--- src/rtl/d_ff_change_monitor_if.sv ---
// Event drain port of the d_ff change monitor: show-ahead head entry plus
// valid/ready handshake.
interface d_ff_change_monitor_if #(
    parameter int WIDTH = 3
);
    logic             ev_valid;
    logic             ev_ready;
    logic [WIDTH-1:0] ev_prev;
    logic [WIDTH-1:0] ev_curr;

    modport master (output ev_valid, ev_prev, ev_curr, input ev_ready);
    modport slave  (input ev_valid, ev_prev, ev_curr, output ev_ready);
endinterface

--- src/rtl/d_ff_change_monitor.sv ---
// Watches a registered d_ff bus, logs each value change as (prev, curr) in a
// show-ahead FIFO, and keeps a saturating change count and sticky overflow.
module d_ff_change_monitor #(
    parameter int WIDTH = 3,
    parameter int DEPTH = 4,
    parameter int CNT_W = 8
) (
    input  logic                     clk,
    input  logic                     rst_n,
    input  logic [WIDTH-1:0]         d_in,
    input  logic                     clr_ovf,
    d_ff_change_monitor_if.master    ev,
    output logic [$clog2(DEPTH):0]   level,
    output logic                     overflow,
    output logic [CNT_W-1:0]         chg_cnt
);
    localparam int AW = $clog2(DEPTH);
    localparam logic [AW:0] FULL_LVL = (AW+1)'(DEPTH);

    localparam logic [0:0] ARM = 1'b0;
    localparam logic [0:0] MON = 1'b1;

    logic [0:0]                     state;
    logic [WIDTH-1:0]               last;
    logic [DEPTH-1:0][2*WIDTH-1:0]  mem;
    logic [AW-1:0]                  wr_ptr;
    logic [AW-1:0]                  rd_ptr;
    logic                           chg;
    logic                           full;
    logic                           pop;
    logic                           push;
    logic                           drop;

    assign chg  = (state == MON) && (d_in != last);
    assign full = (level == FULL_LVL);
    assign pop  = ev.ev_valid && ev.ev_ready;
    // A pop on the same edge frees the slot, so a full FIFO still accepts the push.
    assign push = chg && (!full || pop);
    assign drop = chg && full && !pop;

    assign ev.ev_valid = (level != '0);
    // Gated so stale RAM contents never show while empty or in reset.
    assign ev.ev_prev  = ev.ev_valid ? mem[rd_ptr][2*WIDTH-1:WIDTH] : '0;
    assign ev.ev_curr  = ev.ev_valid ? mem[rd_ptr][WIDTH-1:0]       : '0;

    always_ff @(posedge clk or negedge rst_n) begin
        if (!rst_n) begin
            state    <= ARM;
            last     <= '0;
            chg_cnt  <= '0;
            overflow <= 1'b0;
        end else begin
            case (state)
                ARM: begin
                    last  <= d_in;
                    state <= MON;
                end
                default: begin
                    if (chg) begin
                        last <= d_in;
                        if (chg_cnt != '1)
                            chg_cnt <= chg_cnt + CNT_W'(1);
                    end
                end
            endcase
            if (drop)
                overflow <= 1'b1;
            else if (clr_ovf)
                overflow <= 1'b0;
        end
    end

    always_ff @(posedge clk or negedge rst_n) begin
        if (!rst_n) begin
            wr_ptr <= '0;
            rd_ptr <= '0;
            level  <= '0;
        end else begin
            if (push)
                wr_ptr <= wr_ptr + AW'(1);
            if (pop)
                rd_ptr <= rd_ptr + AW'(1);
            case ({push, pop})
                2'b10:   level <= level + (AW+1)'(1);
                2'b01:   level <= level - (AW+1)'(1);
                default: level <= level;
            endcase
        end
    end

    always_ff @(posedge clk) begin
        if (push)
            mem[wr_ptr] <= {last, d_in};
    end
endmodule
--- src/flat_wrapper.sv ---
// flat-port wrapper written by rule: the top's interface ports become plain ports
module d_ff_change_monitor_flat 
#(
    parameter int WIDTH = 3,
    parameter int DEPTH = 4,
    parameter int CNT_W = 8
)
  (clk, rst_n, d_in, clr_ovf, level, overflow, chg_cnt, ev_ev_valid, ev_ev_prev, ev_ev_curr, ev_ev_ready);
  d_ff_change_monitor_if #(.WIDTH(WIDTH)) ev_i ();
  input  logic clk;
  input  logic rst_n;
  input  logic [WIDTH-1:0] d_in;
  input  logic clr_ovf;
  output logic [$clog2(DEPTH):0] level;
  output logic overflow;
  output logic [CNT_W-1:0] chg_cnt;
  output wire logic [$bits(ev_i.ev_valid)-1:0] ev_ev_valid;
  output wire logic [$bits(ev_i.ev_prev)-1:0] ev_ev_prev;
  output wire logic [$bits(ev_i.ev_curr)-1:0] ev_ev_curr;
  input wire logic [$bits(ev_i.ev_ready)-1:0] ev_ev_ready;
  assign ev_ev_valid = ev_i.ev_valid;
  assign ev_ev_prev = ev_i.ev_prev;
  assign ev_ev_curr = ev_i.ev_curr;
  assign ev_i.ev_ready = ev_ev_ready;
  d_ff_change_monitor #(.WIDTH(WIDTH), .DEPTH(DEPTH), .CNT_W(CNT_W)) u_core (.clk(clk), .rst_n(rst_n), .d_in(d_in), .clr_ovf(clr_ovf), .ev(ev_i), .level(level), .overflow(overflow), .chg_cnt(chg_cnt));
endmodule
--- config.mk ---
export PLATFORM = sky130hd
export DESIGN_NAME = d_ff_change_monitor_flat
export DESIGN_NICKNAME = d
export VERILOG_FILES = /design/src/rtl/d_ff_change_monitor_if.sv /design/src/rtl/d_ff_change_monitor.sv /design/src/flat_wrapper.sv
export SDC_FILE = /design/constraint.sdc
export NUM_CORES = 1
export LEC_CHECK = 0
export CAP_MARGIN = 20
export CORE_MARGIN = 4
export CORE_UTILIZATION = 54
export DETAILED_ROUTE_END_ITERATION = 8
export PLACE_DENSITY = 0.9
export RECOVER_POWER = 100
export SLEW_MARGIN = 10
export SYNTH_ARGS = -nofsm -noshare
export SYNTH_HDL_FRONTEND = slang
export SYNTH_SLANG_ARGS = --single-unit
--- constraint.sdc ---
create_clock -name clk -period 3.15 [get_ports clk]
set_input_delay 0.63 -clock clk [delete_from_list [all_inputs] [get_ports clk]]
set_output_delay 0.63 -clock clk [all_outputs]
set_load 0.005 [all_outputs]
==> qor.yml, run 1 <==
grt_pass1_wl_um: 5490
synthesis.nets: 143
drive_gt1_frac: 0.0955
worstPathMaxFanout: 8
syn_area_per_cell_um2: 14.9
powerDensity_mw_per_mm2: 883
finalSetupViolations: 0
grt_pass1_vias: 1179
period_needed_ns: 2.88
drc: 0
endpoint: "ev_ev_prev[0]"
viasPerCell: 5.35
dr.pass1.iters: 3
pwr-share-clk: 0.170
design.core.area_mm2: 0.00339
routedWlPerCell_um: 15.9
drtIter0Drc: 19
synthCells: 129
synth_top_area_share: 0.375
p_leak_nw: 0.883
relSlewSlack: 0.396
place.gp.congestion: 0.785
antennaDiodeCount: 0
cp-end-kind: "primary output"
seq_area_frac_synth: 0.635
finClkSkew_ns: 0.0162
crit_type: "reg -> out"
setup_tns_ns: 0
die_h_um: 67.7
cts_setup_buffers: 0
wl_um: 3220
synthesis.area_mm2: 0.00192
maxSlewViolCount: 0
intPower_mw: 1.37
crit_start: "u_core.rd_ptr[0]$_DFFE_PN0P_"
final_common_cell: "edfxtp_1"
cts_resized: 0
cts_buffers: 5
pre_cts_slack_ns: 0.220
portBuffers: 25
yosysTopAreaCell: "edfxtp_1"
ios: 26
cts_root_buf: "clkbuf_4"
grt_antenna_before_repair: 0
nets: 170
grt_max_degree: 21
finalCritPeriodShare: 0.914
vias: 1087
maxCapViolations: 0
hold_class: "reg -> reg"
synth.distinct_cells: 34
most-common-layout-cells: "24 x edfxtp_1, 22 x dlygate4sd3_1, 20 x dfrtp_1, 8 x inv_1, 7 x xnor2_1"
seq_power_share: 0.465
nFillCells: 250
initial_core_util: 0.567
final.setup.worst_slack_ns: 0.270
cts_max_path_buffers: 2
cts_tree: "built"
die_area_mm2: 0.00458
rsz0062_at_grt: "false"
tightest_slew_ns: 0.903
area_delta_synth_final_pct: 18.0
yosys_warnings: 0
cts-hold-fix-buffers: 0
fin_util: 0.669
dp_hpwl_um: 2420
r2r_slack_ns: 0.80
worstReg2RegStart: "u_core.level[0]$_DFFE_PN0P_"
register_area_mm2: 0.00122
ant_nets: 0
die_w_um: 67.7
ys_ff_latch: 44
arrival_ns: 2.25
grt.overflow.total: 0
rows: 21
cts_htree_levels: 2
fmax_ghz: 0.347
hold_viol: 0
switchingPower_uw: 629
rr_worst_depth: 9
r2r_end: "u_core.level[2]$_DFFE_PN0P_"
clock-sinks: 44
required_ns: 2.52
insertion_delay_ns: 0.36
cp-start-kind: "flop"
clkTransAtPathRegs_ns: 0.13
ir_drop_mv: 0.450
swShare: 0.314
yosys-top-cells-area: "edfxtp_1 38%, dfrtp_1 26%, mux4_2 7.0%, ha_1 3.9%, and2_1 3.6%"
outcome: "complete, no violations"
grt_use_total: 0.170
combPwrFrac: 0.365
multi_input_area_um2: 629
routing by layer:
metal | up-vias | wire [um] | global-route usage
met2 | 28 | 1680 | 0.276
met3 | 6 | 124 | 0.0516
met5 | - | 0 | 0
met1 | 534 | 1360 | 0.212
met4 | 0 | 63 | 0.0684
li1 | 519 | - | -
how the worst min path moves through the flow:
stage                                 from                             to  depth (start not counted)
6_report       u_core.level[2]$_DFFE_PN0P_    u_core.level[2]$_DFFE_PN0P_                          1
3_3_place_gp   u_core.level[2]$_DFFE_PN0P_    u_core.level[2]$_DFFE_PN0P_                          1
4_1_cts        u_core.level[2]$_DFFE_PN0P_    u_core.level[2]$_DFFE_PN0P_                          1
2_1_floorplan                        rst_n  u_core.chg_cnt[0]$_DFFE_PN0P_                          0
5_1_grt        u_core.level[2]$_DFFE_PN0P_    u_core.level[2]$_DFFE_PN0P_                          1
3_5_place_dp   u_core.level[2]$_DFFE_PN0P_    u_core.level[2]$_DFFE_PN0P_                          1
critical path: stages, from the launching register on:
cell and delay [ns]:
dfrtp_1 0.62, mux4_2 0.55, and2_1 0.16, dlygate4sd3_1 0.56
state kept, by name, summed over array words and instances, names as in the netlist:
name and cells:
u_core.overflow 1, u_core.mem 24, u_core.chg_cnt 8, u_core.rd_ptr 2
u_core.wr_ptr 2, u_core.level 3, u_core.state 1, u_core.last 3
layout make-up:
type | instances | share of cell area
repair buffers | 26 | 0.112
inverters | 8 | 0.0132
multi-input cells | 71 | 0.277
flip-flops and latches | 44 | 0.538
well taps | 46 | 0.0254
clock inverters | 2 | 0.0154
clock buffers | 6 | 0.0182
power by group through the flow:
stage	Combinational [mW]	Clock, mW	Sequential (mW)
finish	0.732	0.340	0.932
floorplan	0.474	0	0.883
detailed placement	0.807	0	0.947
global placement	0.774	0	0.932
global route	0.819	0.376	0.958
CTS	0.811	0.341	0.937
cells by family after synthesis:
family,after synthesis,synth area share
compound gates,9,0.0352
simple gates,33,0.104
flops,44,0.635
buf+inv,14,0.0306
xor+xnor,12,0.0547
mux,9,0.0892
fa+ha+maj,7,0.0495
other cells,1,0.00195
synth_stat cells, drive strengths merged:
library cell / count
edfxtp: 24
dfrtp: 20
and2: 11
inv: 8
xnor2: 7
ha: 6
mux4: 6
nand2: 6
xor2: 5
a31oi: 4
clkbuf: 4
and3: 3
mux2: 2
nand3: 2
nor2: 2
nor4: 2
o22ai: 2
a21oi: 1
a31o: 1
and4b: 1
buf: 1
conb: 1
dlygate4sd1: 1
fa: 1
mux2i: 1
nand2b: 1
nor2b: 1
nor3: 1
o21a: 1
or2: 1
or3: 1
or4b: 1
metrics by stage:
step	hold WS [ns]	instances	total power, mW	cell area [um^2]
after floorplan	0.334	129	1.36	1920
after global placement	0.484	195	1.71	2210
after detailed placement	0.497	195	1.75	2210
after CTS	0.514	203	2.09	2280
after global routing	0.525	203	2.15	2270
final	0.509	203	2.00	2270
Note: power is estimated with default switching activity, not from simulation.
==> run 2: changes to the inputs <==
MAX_ROUTING_LAYER = met4   (was default)
==> run 2 against run 1 <==
Maximum frequency fell by 0.19%. Core utilization did not move. Critical path type unchanged. First-iteration DRC count rose by 16%. Cell count did not move. Routed wire length fell by 0.12%. Clock skew fell by 0.00071 ns. Via count fell by 1.0%.
==> qor.yml, run 2 (synthesis gave the netlist of run 1 again) <==
largest_register: "u_core.mem"  # unchanged
cts_setup_buffers: 0  # unchanged
cp-start-kind: "flop"  # unchanged
cp_cell_sequence: "mux4_2, and2_1, dlygate4sd3_1"  # unchanged
grt_pass1_wl_um: 5490  # unchanged
cts_max_path_buffers: 2  # unchanged
finClkSkew_ns: 0.0155  # was 0.0162 ns
top_regs: "u_core.mem x24, u_core.chg_cnt x8"  # unchanged
area_delta_synth_final_pct: 18.0  # unchanged
crit_start: "u_core.rd_ptr[0]$_DFFE_PN0P_"  # unchanged
grt_use_total: 0.174  # was 0.170
routedWlPerCell_um: 15.8  # was 15.9 um
ios: 26  # unchanged
pwr-share-clk: 0.170  # about the same
viasPerCell: 5.30  # was 5.35
max_stage_delay_ns: 0.62  # about the same
crit_slowest_cell: "dfrtp_1"  # unchanged
dp_hpwl_um: 2420  # unchanged
initial_core_util: 0.567  # unchanged
ir_drop_mv: 0.450  # about the same
dr.pass1.iters: 3  # unchanged
swShare: 0.314  # about the same
p_leak_nw: 0.883  # unchanged
ant_nets: 0  # unchanged
rsz0062_at_grt: "false"  # unchanged
die_w_um: 67.7  # unchanged
place.gp.congestion: 0.796  # was 0.785
cts_root_buf: "clkbuf_4"  # unchanged
arrival_ns: 2.26  # was 2.25 ns
final.setup.worst_slack_ns: 0.265  # was 0.270 ns
outcome: "complete, no violations"  # unchanged
fmax_ghz: 0.347  # about the same
antennaDiodeCount: 0  # unchanged
seq_power_share: 0.465  # about the same
cpLargestDelayFamily: "flip-flops"  # unchanged
hold_class: "reg -> reg"  # unchanged
worstPathMaxFanout: 8  # unchanged
multi_input_area_um2: 629  # unchanged
portBuffers: 25  # unchanged
drive_gt1_frac: 0.0955  # unchanged
cp_num_buf_inv: 1  # unchanged
insertion_delay_ns: 0.35  # was 0.36 ns
hold_start: "u_core.level[2]$_DFFE_PN0P_"  # unchanged
period_needed_ns: 2.89  # was 2.88 ns
finalCritPeriodShare: 0.916  # was 0.914
powerDensity_mw_per_mm2: 883  # about the same
grt_antenna_before_repair: 0  # unchanged
clock-sinks: 44  # unchanged
largest_reg_flops: 24  # unchanged
vias: 1076  # was 1087
rows: 21  # unchanged
maxSlewViolCount: 0  # unchanged
combPwrFrac: 0.365  # about the same
final_common_cell: "edfxtp_1"  # unchanged
nFillCells: 250  # unchanged
cts_htree_levels: 2  # unchanged
cts_tree: "built"  # unchanged
die_h_um: 67.7  # unchanged
grt.overflow.total: 0  # unchanged
hold_viol: 0  # unchanged
register_area_mm2: 0.00122  # unchanged
relSlewSlack: 0.394  # was 0.396
clkTransAtPathRegs_ns: 0.13  # about the same
tightest_slew_ns: 0.906  # was 0.903 ns
setup_tns_ns: 0  # unchanged
wl_um: 3220  # about the same
pre_cts_slack_ns: 0.220  # unchanged
maxCapViolations: 0  # unchanged
finalSetupViolations: 0  # unchanged
cp-end-kind: "primary output"  # unchanged
crit_type: "reg -> out"  # unchanged
die_area_mm2: 0.00458  # unchanged
intPower_mw: 1.38  # was 1.37 mW
worstReg2RegStart: "u_core.level[0]$_DFFE_PN0P_"  # unchanged
cts-hold-fix-buffers: 0  # unchanged
nets: 170  # unchanged
cts_resized: 0  # unchanged
design.core.area_mm2: 0.00339  # unchanged
drtIter0Drc: 22  # was 19
cts_buffers: 5  # unchanged
most-common-layout-cells: "24 x edfxtp_1, 22 x dlygate4sd3_1, 20 x dfrtp_1, 8 x inv_1, 7 x xnor2_1"  # unchanged
required_ns: 2.52  # about the same
switchingPower_uw: 629  # about the same
grt_max_degree: 21  # unchanged
grt_pass1_vias: 1181  # was 1179
drc: 0  # unchanged
[run 2: cell counts in the layout (fill, tap and decap cells not counted)]
No cell type changed its count.
[run 2: worst paths after layout]
path | cells past startpoint | end | slack (ns)
min in group asynchronous | 1 | u_core.chg_cnt[0]$_DFFE_PN0P_ | 0.83
worst min register to register | 1 | u_core.level[2]$_DFFE_PN0P_ | 0.50
worst max-delay path | 3 | ev_ev_prev[0] | 0.26
worst min-delay path | 1 | u_core.level[2]$_DFFE_PN0P_ | 0.50
worst max register to register | 9 | u_core.level[2]$_DFFE_PN0P_ | 0.80
max in group asynchronous | 1 | u_core.last[2]$_DFFE_PN0P_ | 1.75
[run 2: stage by stage]
step / total power [mW] / hold WS (ns) / util / cell area, um^2 / cells
global route: 2.15 / 0.525 / 0.669 / 2270 / 203
detailed placement: 1.75 / 0.497 / 0.652 / 2210 / 195
global placement: 1.71 / 0.484 / 0.652 / 2210 / 195
finish: 2.00 / 0.505 / 0.669 / 2270 / 203
CTS: 2.09 / 0.514 / 0.674 / 2280 / 203
floorplan: 1.36 / 0.334 / - / 1920 / 129
[run 2: cell type report]
cell class / count / area share
clock inverters: 2 / 0.0154
repair buffers: 26 / 0.112
inverters: 8 / 0.0132
flip-flops and latches: 44 / 0.538
clock buffers: 6 / 0.0182
well taps: 46 / 0.0254
multi-input cells: 71 / 0.277
[run 2: routing by layer]
| metal | track usage | routed length (um) | up-vias |
|---|---|---|---|
| li1 | - | - | 517 |
| met1 | 0.211 | 1360 | 525 |
| met2 | 0.277 | 1670 | 28 |
| met3 | 0.0499 | 119 | 6 |
| met4 | 0.0684 | 61 | 0 |
| met5 | - | 0 | - |
[run 2: power groups by stage]
| stage | clock [mW] | combinational [mW] | sequential (mW) |
|---|---|---|---|
| 2_1_floorplan | 0 | 0.474 | 0.883 |
| 3_3_place_gp | 0 | 0.774 | 0.932 |
| 3_5_place_dp | 0 | 0.807 | 0.947 |
| 4_1_cts | 0.341 | 0.811 | 0.937 |
| 5_1_grt | 0.376 | 0.819 | 0.958 |
| 6_report | 0.340 | 0.732 | 0.932 |
==> RTL edit 1 (config.mk and constraints of run 1) <==
`WIDTH` is set to 3 in 3 places; all go to 6.
--- a/src/rtl/d_ff_change_monitor_if.sv
+++ b/src/rtl/d_ff_change_monitor_if.sv
@@ -1,7 +1,7 @@
 // Event drain port of the d_ff change monitor: show-ahead head entry plus
 // valid/ready handshake.
 interface d_ff_change_monitor_if #(
-    parameter int WIDTH = 3
+    parameter int WIDTH = 6
 );
     logic             ev_valid;
     logic             ev_ready;
--- a/src/rtl/d_ff_change_monitor.sv
+++ b/src/rtl/d_ff_change_monitor.sv
@@ -1,7 +1,7 @@
 // Watches a registered d_ff bus, logs each value change as (prev, curr) in a
 // show-ahead FIFO, and keeps a saturating change count and sticky overflow.
 module d_ff_change_monitor #(
-    parameter int WIDTH = 3,
+    parameter int WIDTH = 6,
     parameter int DEPTH = 4,
     parameter int CNT_W = 8
 ) (
--- a/src/flat_wrapper.sv
+++ b/src/flat_wrapper.sv
@@ -1,7 +1,7 @@
 // flat-port wrapper written by rule: the top's interface ports become plain ports
 module d_ff_change_monitor_flat 
 #(
-    parameter int WIDTH = 3,
+    parameter int WIDTH = 6,
     parameter int DEPTH = 4,
     parameter int CNT_W = 8
 )
Interface: changed (resized d_in, ev_ev_curr and ev_ev_prev); port bits go from 26 to 35. No check against the original RTL was run, so the function may have changed too.
==> RTL edit 1 against run 1 <==
  * Design area increased by 56%
  * Hold slack improved by 0.0030 ns
  * Total power up 60%
  * Register-to-register slack lost 0.13 ns
  * Sequential cell count increased by 27
  * Synthesized area grew 53%
  * Via count increased by 39%
  * Routed wire length increased by 55%
  * Maximum frequency down 2.3%
  * Synthesized cell count is 37% higher
  * Worst setup slack worse by 0.067 ns
  * Highest routed layer unchanged
==> RTL edit 1: results (changes against run 1) <==
outcome:
  status: "complete, no violations"
logic_synthesis:
  synth-xor-area-share_pct: 5.075  # -0.39 points
  syn_nets: 194  # +36%
  synth_area_leaders: "edfxtp_1, dfrtp_1, mux4_2"
  synthTopCellsByCount: "edfxtp_1, dfrtp_1, and2_1"
  synth_compound_area_share_pct: 0.7249  # -2.8 points
  syn_inst: 177  # +37%
  synth-async-reset-ratio_pct: 32.39  # -13 points
  seq_area_frac_synth_pct: 68.74  # +5.2 points
  yosysUniqueCellTypes: 30  # -12%
clock_tree:
  cts_setup_buffers: 0  # unchanged
  numCtsBuffers: 9  # +4
  htree_num_levels: 3  # +1
  path_clk_slew_ns: 0.08  # -0.05 ns
grt:
  grt_pass1_vias: 1631  # +38%
detailed_routing:
  dr.pass1.iters: 4  # +1
  vias: 1514  # +39%
  via_per_inst: 5.203  # -2.8%
  drt_iter0_drc: 45  # +26
timing:
  clock_skew_ns: 0.008735  # -0.007477 ns
  tightest_slew_ns: 1.338  # +0.4347 ns
place:
  dp_slack_ns: -0.04479  # -0.2651 ns
  dp_cells: 275  # +41%
  place_congestion: 0.7667  # -2.3%
  dpl.hpwl_um: 3268  # +35%
  portBuffers: 34  # +36%
layout:
  final_nets: 233  # +37%
  drive_above_1_share_pct: 14.93  # +5.4 points
  reg_top3: "u_core.mem (48), u_core.chg_cnt (8), u_core.last (6)"
setup_path:
  reg2reg_from: "u_core.last[1]"
  cp.arrival_ns: 3.21  # +0.96 ns
  cp_max_fo: 6  # -2
worst_hold_path:
  hold_path.startpoint: "u_core.rd_ptr[0]"
power:
  p_leak_uw: 0.001311  # +48%
==> RTL edit 1: stage by stage <==
step / utilization [%] / hold WS [ns] / cell area (µm²)
5_1_grt: 68.46 / 0.5290 / 3541
6_report: 68.46 / 0.5124 / 3541
4_1_cts: 68.84 / 0.5117 / 3561
3_5_place_dp: 64.73 / 0.5000 / 3348
3_3_place_gp: 64.73 / 0.4763 / 3348
2_1_floorplan: - / 0.3344 / 2934
==> RTL edit 1: kinds of logic after synthesis <==
| group | Yosys count |
|---|---|
| other cells | 1 |
| xor+xnor | 17 |
| flops | 71 |
| fa+ha+maj | 7 |
| mux | 17 |
| buf+inv | 18 |
| compound gates | 4 |
| simple gates | 42 |
==> RTL edit 1: worst paths after layout <==
path	end	slack, ns	depth (start not counted)
worst max-delay path	u_core.level[2]	0.20	12
worst min-delay path	u_core.rd_ptr[0]	0.51	1
worst max register to register	u_core.level[2]	0.67	11
worst min register to register	u_core.rd_ptr[0]	0.51	1
max in group asynchronous	u_core.rd_ptr[1]	1.25	2
min in group asynchronous	u_core.last[5]	1.11	2
==> RTL edit 1: layout make-up <==
cell class | instances | area (µm²)
Sequential cell | 71 | 2017
Fill cell | 347 | 1632
Multi-Input combinational cell | 88 | 830.8
Timing Repair Buffer | 39 | 366.6
Clock buffer | 10 | 127.6
Tap cell | 70 | 87.58
Clock inverter | 6 | 85.08
Inverter | 7 | 26.28
==> RTL edit 1: power by group <==
group | leakage (µW) | switching (µW) | internal (µW) | total (µW)
sequential | 0.000716 | 169 | 1230 | 1400
combinational | 0.000493 | 417 | 619 | 1040
clock | 0.000102 | 327 | 443 | 770
==> RTL edit 1: critical path: stages <==
cell	delay, ns
dlygate4sd3_1	0.62
xor2_1	0.18
nor4_2	0.35
nand2_1	0.11
and3_1	0.19
inv_1	0.06
ha_1	0.16
inv_1	0.06
fa_1	0.38
xor2_1	0.16
nor2_1	0.13
xor2_1	0.17
==> RTL edit 1: metal layers <==
layer / part of all wire, % / wire, µm / global-route usage, % / up-vias
met3: 4.5 / 223 / 3.289 / 10
li1: - / - / - / 713
met1: 43 / 2159 / 21.60 / 753
met5: 0 / 0 / 0 / -
met4: 1.9 / 97 / 9.967 / 0
met2: 50 / 2504 / 28.01 / 38
==> RTL edit 2 (settings of run 1) <==
Without the edit above. Register the output `chg_cnt` once more; this adds one clock of latency there. The other outputs are not delayed to match.
--- a/src/rtl/d_ff_change_monitor.sv
+++ b/src/rtl/d_ff_change_monitor.sv
@@ -19,6 +19,8 @@
 
     localparam logic [0:0] ARM = 1'b0;
     localparam logic [0:0] MON = 1'b1;
+
+    logic [CNT_W-1:0] chg_cnt_s0;
 
     logic [0:0]                     state;
     logic [WIDTH-1:0]               last;
@@ -47,7 +49,7 @@
         if (!rst_n) begin
             state    <= ARM;
             last     <= '0;
-            chg_cnt  <= '0;
+            chg_cnt_s0 <= '0;
             overflow <= 1'b0;
         end else begin
             case (state)
@@ -58,8 +60,8 @@
                 default: begin
                     if (chg) begin
                         last <= d_in;
-                        if (chg_cnt != '1)
-                            chg_cnt <= chg_cnt + CNT_W'(1);
+                        if (chg_cnt_s0 != '1)
+                            chg_cnt_s0 <= chg_cnt_s0 + CNT_W'(1);
                     end
                 end
             endcase
@@ -92,4 +94,8 @@
         if (push)
             mem[wr_ptr] <= {last, d_in};
     end
+    always_ff @(posedge clk) begin
+        chg_cnt <= chg_cnt_s0;
+    end
+
 endmodule
Check against the original RTL: not equivalent (Yosys sat finds a counterexample within 4 cycles, from zero or initial values and one cycle with rst_n low).
==> RTL edit 2 against run 1 <==
  * Total power up 8.9%
  * Register-to-register slack better by 0.03 ns
  * Routed wire length up 6.6%
  * Design area up 8.0%
  * Sequential cell count up 8
  * Worst setup slack gained 0.035 ns
  * Synthesized area is 8.9% higher
  * Die area up 7.8%
  * Sequential share of layout area grew 2.6 points
==> RTL edit 2: results (changes against run 1) <==
setup_path:
  endpoint: "ev_ev_curr[1]"
  cp.arrival_ns: 2.21  # -0.04 ns
  r2r_slack_ns: 0.83  # +0.03 ns
logic_synthesis:
  synthTopCellsByCount: "edfxtp_1, dfrtp_1, dfxtp_1"
  synth-async-reset-ratio_pct: 38.46  # -7.0 points
  seq_area_frac_synth_pct: 65.99  # +2.4 points
  yosysUniqueCellTypes: 32  # -5.9%
  synthAdderAreaFrac_pct: 4.543  # -0.41 points
  syn_area_per_cell_um2: 15.28  # +2.6%
grt:
  grt_usage_pct: 15.78  # -1.2 points
  grt_pass1_vias: 1243  # +5.4%
  grt_pass1_wl_um: 5920  # +7.9%
detailed_routing:
  drt_iter0_drc: 51  # +32
  via_per_inst: 5.277  # -1.5%
  wl_per_cell_um: 16.12  # +1.6%
worst_hold_path:
  hold_path.startpoint: "u_core.chg_cnt_s0[6]"
  min_to: "u_core.chg_cnt[6]"
clock_tree:
  clock_latency_ns: 0.30  # -0.06 ns
  root_buffer: "clkbuf_8"
power:
  irDropWorstVdd_uv: 577.0  # +28%
  p_leak_uw: 0.0009345  # +5.8%
  clkPwrFrac_pct: 16.5  # -0.5 points
  clock_net_power_uw: 361  # +6.2%
  p_comb_share_pct: 33.3  # -3.2 points
  intPower_uw: 1520  # +11%
timing:
  holdWs_ns: 0.4254  # -0.08402 ns
  slew_headroom_pct: 36.18  # -3.4 points
  clock_skew_ns: 0.007829  # -0.008383 ns
place:
  dpl.hpwl_um: 2516  # +3.9%
  place_congestion: 0.8065  # +2.8%
  dp_slack_ns: 0.2282  # +0.007908 ns
  post_dp_cell_area_um2: 2382  # +7.9%
layout:
  drive_above_1_share_pct: 12.12  # +2.6 points
  reg_top3: "u_core.mem (24), u_core.chg_cnt (8), u_core.chg_cnt_s0 (8)"
  seqCellArea_um2: 1381  # +13%
  nFillCells: 266  # +6.4%
  final_cells: 213  # +4.9%
  final_nets: 178  # +4.7%
outcome:
  status: "complete, no violations"
==> RTL edit 2: cell count changes after synthesis, sizes merged, moves of 2 or more <==
cell	change
a31oi	-4
dfxtp	+8
nand4	+3
nor4	+2
xor2	+2
==> RTL edit 2: area by class of cell <==
cell class | instances | share of cell area (%)
Clock inverter | 3 | 0.7661
Clock buffer | 5 | 2.809
Tap cell | 48 | 2.451
Multi-Input combinational cell | 71 | 26.00
Sequential cell | 52 | 56.38
Timing Repair Buffer | 27 | 10.52
Inverter | 7 | 1.073
==> RTL edit 2: layer usage <==
metal | vias to the layer above | track usage (%) | wire length (µm)
li1 | 532 | - | -
met1 | 562 | 18.17 | 1407
met2 | 22 | 27.55 | 1828
met3 | 8 | 3.885 | 118
met4 | 0 | 7.021 | 80
met5 | - | 0 | 0
==> RTL edit 2: cells by family (layout without fill, tap and decap cells) <==
logic type      after synthesis  after routing
other cells                   1              1
flops                        52             52
simple gates                 37             37
compound gates                2              2
mux                           9              9
xor+xnor                     15             15
fa+ha+maj                     7              7
buf+inv                      14             42
